### src/rtl/pe_array_drain.sv
// pe_array_drain: ping-pong result drain for the 2x16 PE array.
// Captures a full result tile on result_valid (optional ReLU), buffers up to
// two tiles and streams them out one row per valid/ready beat.
module pe_array_drain #(
    parameter int unsigned COL = 16,
    parameter int unsigned ROW = 2,
    parameter int unsigned DW  = 16
) (
    input  logic                           clk,
    input  logic                           rst_n,
    input  logic                           clr,
    input  logic                           result_valid,
    input  logic [ROW-1:0][COL-1:0][DW-1:0] result_in,
    input  logic                           relu_en,
    output logic [COL*DW-1:0]              out_data,
    output logic                           out_valid,
    input  logic                           out_ready,
    output logic                           out_row,
    output logic                           out_last,
    output logic                           busy,
    output logic                           full,
    output logic                           overflow,
    output logic [15:0]                    tile_cnt
);

    localparam int unsigned RW = COL * DW;

    // Ping-pong storage and pointers
    logic [1:0][ROW-1:0][RW-1:0] bank;
    logic [1:0][ROW-1:0][RW-1:0] bank_nxt;
    logic [1:0]                  bank_full;
    logic [1:0]                  bank_full_nxt;
    logic                        wr_ptr;
    logic                        wr_ptr_nxt;
    logic                        rd_ptr;
    logic                        rd_ptr_nxt;
    logic                        row_ptr;
    logic                        row_ptr_nxt;
    logic                        overflow_nxt;
    logic [15:0]                 tile_cnt_nxt;

    // Capture-side and handshake decode
    logic [ROW-1:0][RW-1:0]      cap_tile;
    logic                        hs;
    logic                        last_hs;
    logic                        free_same;
    logic                        cap;
    logic                        drop;

    // Repack the incoming tile into row words, zeroing negatives when ReLU is on
    always_comb begin
        cap_tile = '0;
        for (int unsigned r = 0; r < ROW; r++) begin
            for (int unsigned c = 0; c < COL; c++) begin
                if (relu_en && result_in[r][c][DW-1]) begin
                    cap_tile[r][c*DW +: DW] = '0;
                end else begin
                    cap_tile[r][c*DW +: DW] = result_in[r][c];
                end
            end
        end
    end

    // Handshake and capture/drop decisions; a bank freed this cycle may be refilled
    always_comb begin
        hs        = out_valid & out_ready;
        last_hs   = hs & out_last;
        free_same = last_hs & (rd_ptr == wr_ptr);
        cap       = result_valid & (~bank_full[wr_ptr] | free_same);
        drop      = result_valid & ~cap;
    end

    // Next-state for storage, pointers and counters; clr overrides capture and drain
    always_comb begin
        bank_nxt      = bank;
        bank_full_nxt = bank_full;
        wr_ptr_nxt    = wr_ptr;
        rd_ptr_nxt    = rd_ptr;
        row_ptr_nxt   = row_ptr;
        overflow_nxt  = overflow;
        tile_cnt_nxt  = tile_cnt;

        if (clr) begin
            bank_full_nxt = '0;
            wr_ptr_nxt    = 1'b0;
            rd_ptr_nxt    = 1'b0;
            row_ptr_nxt   = 1'b0;
            overflow_nxt  = 1'b0;
            tile_cnt_nxt  = '0;
        end else begin
            if (hs) begin
                if (out_last) begin
                    row_ptr_nxt           = 1'b0;
                    bank_full_nxt[rd_ptr] = 1'b0;
                    rd_ptr_nxt            = ~rd_ptr;
                    tile_cnt_nxt          = tile_cnt + 16'd1;
                end else begin
                    row_ptr_nxt = 1'b1;
                end
            end
            if (cap) begin
                bank_nxt[wr_ptr]      = cap_tile;
                bank_full_nxt[wr_ptr] = 1'b1;
                wr_ptr_nxt            = ~wr_ptr;
            end
            if (drop) begin
                overflow_nxt = 1'b1;
            end
        end
    end

    // State registers; output views are registered from the next-state values
    always_ff @(posedge clk or negedge rst_n) begin
        if (!rst_n) begin
            bank      <= '0;
            bank_full <= '0;
            wr_ptr    <= 1'b0;
            rd_ptr    <= 1'b0;
            row_ptr   <= 1'b0;
            overflow  <= 1'b0;
            tile_cnt  <= '0;
            out_valid <= 1'b0;
            out_last  <= 1'b0;
            out_data  <= '0;
            busy      <= 1'b0;
            full      <= 1'b0;
        end else begin
            bank      <= bank_nxt;
            bank_full <= bank_full_nxt;
            wr_ptr    <= wr_ptr_nxt;
            rd_ptr    <= rd_ptr_nxt;
            row_ptr   <= row_ptr_nxt;
            overflow  <= overflow_nxt;
            tile_cnt  <= tile_cnt_nxt;
            out_valid <= bank_full_nxt[rd_ptr_nxt];
            out_last  <= (row_ptr_nxt == 1'(ROW-1));
            out_data  <= bank_nxt[rd_ptr_nxt][row_ptr_nxt];
            busy      <= |bank_full_nxt;
            full      <= &bank_full_nxt;
        end
    end

    assign out_row = row_ptr;

endmodule

### config.mk
export PLATFORM = sky130hd
export DESIGN_NAME = pe_array_drain
export DESIGN_NICKNAME = d
export VERILOG_FILES = /design/src/rtl/pe_array_drain.sv
export SDC_FILE = /design/constraint.sdc
export NUM_CORES = 2
export LEC_CHECK = 0
export ABC_AREA = 1
export BUFFER_PORTS_ARGS = -buffer_cell sky130_fd_sc_hd__buf_2
export CAP_MARGIN = 40
export CORE_MARGIN = 2
export CORE_UTILIZATION = 25
export CTS_CLUSTER_SIZE = 40
export DETAILED_ROUTE_END_ITERATION = 8
export GPL_TIMING_DRIVEN = 1
export HOLD_SLACK_MARGIN = 0.06
export PLACE_DENSITY_LB_ADDON = 0.1
export SYNTH_ARGS = -nofsm -noshare
export SYNTH_HDL_FRONTEND = slang
export SYNTH_SLANG_ARGS = --single-unit
### constraint.sdc
create_clock -name clk -period 4.2 [get_ports clk]
set_clock_uncertainty 0.1 [all_clocks]
set_input_delay 0.84 -clock clk [delete_from_list [all_inputs] [get_ports clk]]
set_output_delay 0.84 -clock clk [all_outputs]
set_load 0.03 [all_outputs]
# Yosys cells after proc, flatten, opt, wreduce, memory -nomap -nowiden
# Cells that the tools add are included.
[op_classes] addsub=1 order_cmp=6 n_eq_ne=1 muxes=67 bitwise=13 reduce_logical=41
[op_table] operator="1024-bit two-way mux" n=2
[op_table] operator="512-bit two-way mux" n=3
[op_table] operator="1024-bit bitwise mux" n=1
[op_table] operator="16-bit two-way mux" n=35
[op_table] operator="512-bit demux with 1-bit select" n=1
[op_table] operator="256-bit two-way mux" n=2
[op_table] operator="1-bit logical AND" n=34
[op_table] operator="16-bit by 1-bit adder with 16-bit output, second input constant" n=1
[op_table] operator="1-bit two-way mux" n=16
[op_table] operator="2-bit two-way mux" n=5
[op_table] operator="1-bit by 2-bit < comparator with 1-bit output, second input constant" n=4
[op_table] operator="2-bit nonzero test" n=4
[op_table] operator="1-bit bitwise AND" n=5
[op_table] operator="1-bit inverter" n=4
[op_table] operator="2-bit AND reduction" n=2
[op_table] operator="2-bit bitwise AND" n=1
[op_table] operator="1-bit demux with 1-bit select" n=2
[op_table] operator="1-bit greater-or-equal comparator, second input constant" n=2
[op_table] operator="2-bit inverter" n=1
[op_table] operator="2-bit OR" n=1
[op_table] operator="2-bit OR reduction" n=1
[op_table] operator="1-bit equality test" n=1
[op_table] operator="1-bit OR" n=1
[totals] ff_bits=1305 in_bits=518 out_inout_bits=278 word_cells=143

# Longest topological paths before layout
[logic_depth] word_depth=14 ltp_mapped=15 ltp_nobuf=12

# Worst setup path after synthesis
# OpenSTA, ideal clock, no wires.
[synth_timing] kind="input to register" start="in out_ready" end="reg out_data[186]" setup_ns=0.117 t_arrival_ns=2.232 required_time_ns=3.983 setup_slack_ns=1.750 stages=15 path_buffers=4 cell_sequence="nand2_1 -> inv_1 -> ha_1 -> nand2_1 -> nand2_2 -> nand4_1 -> buf_2 -> buf_6 -> buf_6 -> buf_2 -> nand2_1 -> nand3_1 -> nand2_1 -> nand2_1 -> nand2_1"
[synth_between] elab_chain_len=11
[synth_lines] item="start, declared" line="17" text="input logic out_ready,"
[synth_lines] item="1-bit bitwise AND *" line="66" text="hs = out_valid & out_ready;"
[synth_lines] item="1-bit bitwise AND" line="67" text="last_hs = hs & out_last;"
[synth_lines] item="1-bit bitwise AND" line="68" text="free_same = last_hs & (rd_ptr == wr_ptr);"
[synth_lines] item="1-bit OR" line="69" text="cap = result_valid & (~bank_full[wr_ptr] | free_same);"
[synth_lines] item="1-bit bitwise AND" line="69"
[synth_lines] item="1024-bit two-way mux" line="101" text="if (cap) begin"
[synth_lines] item="1024-bit two-way mux" line="83" text="if (clr) begin"
[synth_lines] item="512-bit two-way mux (implied by the code) (2 in series)" line="137" text="out_data <= bank_nxt[rd_ptr_nxt][row_ptr_nxt];"
[synth_lines] item="256-bit two-way mux (implied by the code) * (2 in series)" line="137"
[synth_lines] item="end signal, assigned" line="137"
[synth_lines] item="end, declared" line="15" text="output logic [COL*DW-1:0] out_data,"
# Every way passes the cells marked *; elsewhere a longest branch is shown, timed or not. The select of a mux whose other input is x is not followed.
# A chain may end at the register's enable or synchronous reset.

# Worst setup path in the final report
[layout_timing] start="reg out_valid" end="reg out_data[99]"
[layout_between] elab_chain_len=11
[layout_lines] item="start, declared" line="16" text="output logic out_valid,"
[layout_lines] item="start signal, assigned" line="135" text="out_valid <= bank_full_nxt[rd_ptr_nxt];"
[layout_lines] item="1-bit bitwise AND *" line="66"
[layout_lines] item="1-bit bitwise AND" line="67"
[layout_lines] item="1-bit bitwise AND" line="68"
[layout_lines] item="1-bit OR" line="69"
[layout_lines] item="1-bit bitwise AND" line="69"
[layout_lines] item="1024-bit two-way mux" line="101"
[layout_lines] item="1024-bit two-way mux" line="83"
[layout_lines] item="512-bit two-way mux (implied by the code) (2 in series)" line="137"
[layout_lines] item="256-bit two-way mux (implied by the code) * (2 in series)" line="137"
# Marks and branches as above.

==> impl_results.md <==
* Synthesized Nets at 13500
* DP Worst Slack at roughly 0.7 ns
* Initial Util at 0.252
* Hold slack at ~0.22 ns
* Worst EP required at 4.82 ns
* Synth cell types at 29
* Full die area at roughly 330000 um2
* Initial antenna violation count at 64
* Avg Vias per Cell at 4.30
* Vias in the first global route at 75100
* Final WL at 312000 um
* IO Port Bufs at around 800
* Fin crit period at around 2.8 ns
* Share of cells above drive strength 1 at 0.0968
* HP Start: result_valid
* Die height at 576 um
* Antenna Nets Post-Route at 0
* Largest cells by area after synthesis: dfrtp_1 (40%), nand2_1 (22%), inv_1 (14%), nand3_1 (14%), o21ai_0 (3.9%)
* Root buf cell: clkbuf_16
* Net count, final at 14000
* Hold Crit Class: in -> reg
* First-pass GRT wire length at 479000 um
* Reg area at 32700 um2
* Synthesized area at 81700 um2
* Pwr Density at 548 nW/um2
* Max frequency at 361 MHz
* Category of the most critical setup path: reg -> reg
* Area growth, synth to finish at 17.5%
* GRT Overall Usage at 0.187
* Die X at 576 um
* Final Setup Violations at 0
* H-tree levels at 4
* Num rows at 209
* RSZ-0062 raised after global routing: no
* Drc violations at 0
* Footprint of the multi-input gates at 33400 um2
* Status: finished clean
* Finished Cell Area at between 90000 and 100000 um2
* Latest clock arrival within the worst-skew pair at 0.88 ns
* Placed inst area at 90100 um2
* FF+latch count, synth at 1305
* Clock tree sinks at 1305
* Final hold violations at 0
* CTS buffer count at 183
* Worst slew margin at 0.369
* Hold Crit Endpoint: wr_ptr
* Syn_area_per_cell at approximately 6.3 um2
* Slew @ Worst Pin at roughly 0.95 ns
* Largest net degree at the start of global routing at roughly 160
* Worst-path maximum fanout at 43
* Sequential share of the synthesized area at 0.400
* Setup TNS at 0 ns
* IR drop worst, VDD at 0.265 mV
* Reg2Reg Depth at 13
* Cell depth of the worst hold path at 3
* Critical Path Sink Type: register
* Worst reg2reg setup slack at 1.43 ns
* Cell count after synthesis at 13000
* Worst reg2reg endpoint: out_data[99]
* Commonest non-fill, non-tap cell in the layout: nand2_1
* Io pins at between 700 and 800
* Yosys top cell by area: dfrtp_1
* Final Wtd Congestion at slightly below 0.8
* Worst R2R Start: out_valid
* Leak pwr at 58.0 nW
* Clock buffer depth at 4
* Worst EP arrival at 3.39 ns
* CP Launch Type: register
* Final period utilization at 0.659
* Setup ws final at 1.43 ns
* Avg WL per Cell at around 17 um
* DRT iter0 DRCs at 4360
* Drt pass-1 iters at 6
* Most frequent cells in the layout: nand2_1 (4740), inv_1 (3092), nand3_1 (2249)
* Fin. max-slew vios at 0
* CTS tree: done
* Clock-pin slew on the worst setup and hold paths at 0.05 ns
* Fillers at 36500
* Gr ovfl total at 0
* Post-DP HPWL at 201000 um
* Synth warn at 0
* Top cell type's share of synthesized area at 0.400
* Core area at 325000 um2
* Max Cap Viol at 0
* Via count at 77100
==> layer usage <==
metal	GRT usage	vias up	wire length, um
met2	0.321	1282	148000
met1	0.247	35800	145000
met5	0	-	85
met3	0.0244	399	11500
li1	-	39600	-
met4	0.0436	14	7690
==> cells by family after synthesis <==
| kind of cell | after synthesis | share of synthesized area |
|---|---|---|
| adder cells (fa/ha/maj) | 2 | 0.000306 |
| AO/OA/AOI/OAI | 808 | 0.0497 |
| flip-flops | 1305 | 0.400 |
| buffers and inverters | 3859 | 0.192 |
| AND/OR/NAND/NOR | 7035 | 0.359 |
==> report_power, final <==
part           total (W)  switching [W]  internal [W]  leakage (nW)
Clock             0.0156        0.00642       0.00919          2.89
Sequential        0.0183        0.00164        0.0167          14.4
Combinational     0.0187         0.0128       0.00592          40.8
Total             0.0526         0.0209        0.0318          58.0
==> worst max path at each step <==
stage,start,depth (start not counted),to,slack [ns]
after CTS,out_valid,13,out_data[99],1.36
after detailed placement,relu_en,11,out_data[215],0.70
after floorplan,out_ready,15,out_data[186],1.75
after global routing,wr_ptr,10,out_data[184],1.22
after global placement,relu_en,11,out_data[222],0.58
final,out_valid,13,out_data[99],1.43
==> metrics by stage <==
stage / total power (W) / instances / util
after floorplan: 0.0318 / 13000 / -
after global placement: 0.0376 / 17600 / 0.277
after detailed placement: 0.0375 / 17600 / 0.278
after CTS: 0.0537 / 17900 / 0.296
after global routing: 0.0574 / 17900 / 0.296
final: 0.0526 / 17900 / 0.296
==> state kept, by name (all words and copies together), names as in the netlist, 2 cells and up <==
register,cells
tile_cnt,16
bank,1024
bank_full,2
out_data,256
==> critical path, stage by stage, from the launching register on <==
cell	delay, ns
dfrtp_1	0.39
nand2_1	0.16
inv_1	0.06
ha_1	0.20
nand2_1	0.08
nand2_2	0.07
nand4_1	0.23
buf_12	0.29
buf_4	0.51
nand2_1	0.14
nand3_1	0.12
nand2_1	0.07
nand2_1	0.06
nand2_1	0.07
==> repair_timing <==
| action | in CTS | in global routing |
|---|---|---|
| hold endpoints to repair | 40 | 0 |
| resized for setup | 0 | 0 |
| setup endpoints to repair | 0 | 0 |
| hold buffers | 1 | 0 |
| setup buffers | 0 | 0 |
==> final cells by class <==
type | instances | area share
multi-input combinational | 7845 | 0.348
sequential | 1305 | 0.340
inverter | 3099 | 0.122
timing repair buffer | 1028 | 0.0724
clock buffer | 275 | 0.0567
tap | 4325 | 0.0564
clock inverter | 39 | 0.00424
antenna | 13 | 0.000339
==> cell usage after synthesis <==
master    instances
nor2_4            1
o211ai_1          1
clkinv_1          1
inv_1          3093
buf_6            40
buf_4           129
buf_1            66
nor3b_1           1
nand3_2           2
nor2_1           21
a211oi_1          2
inv_2             5
nor3_1            8
buf_12            1
dfrtp_1        1305
buf_8             2
nand2_2           1
ha_1              2
a31oi_1           1
o21a_1            2
nor2_2            2
o21ai_1         152
nand3_1        2249
a21oi_1          10
clkbuf_1        258
buf_2           264
nand4_1           8
o21ai_0         640
nand2_1        4742
Power figures use the tool's default switching activity.
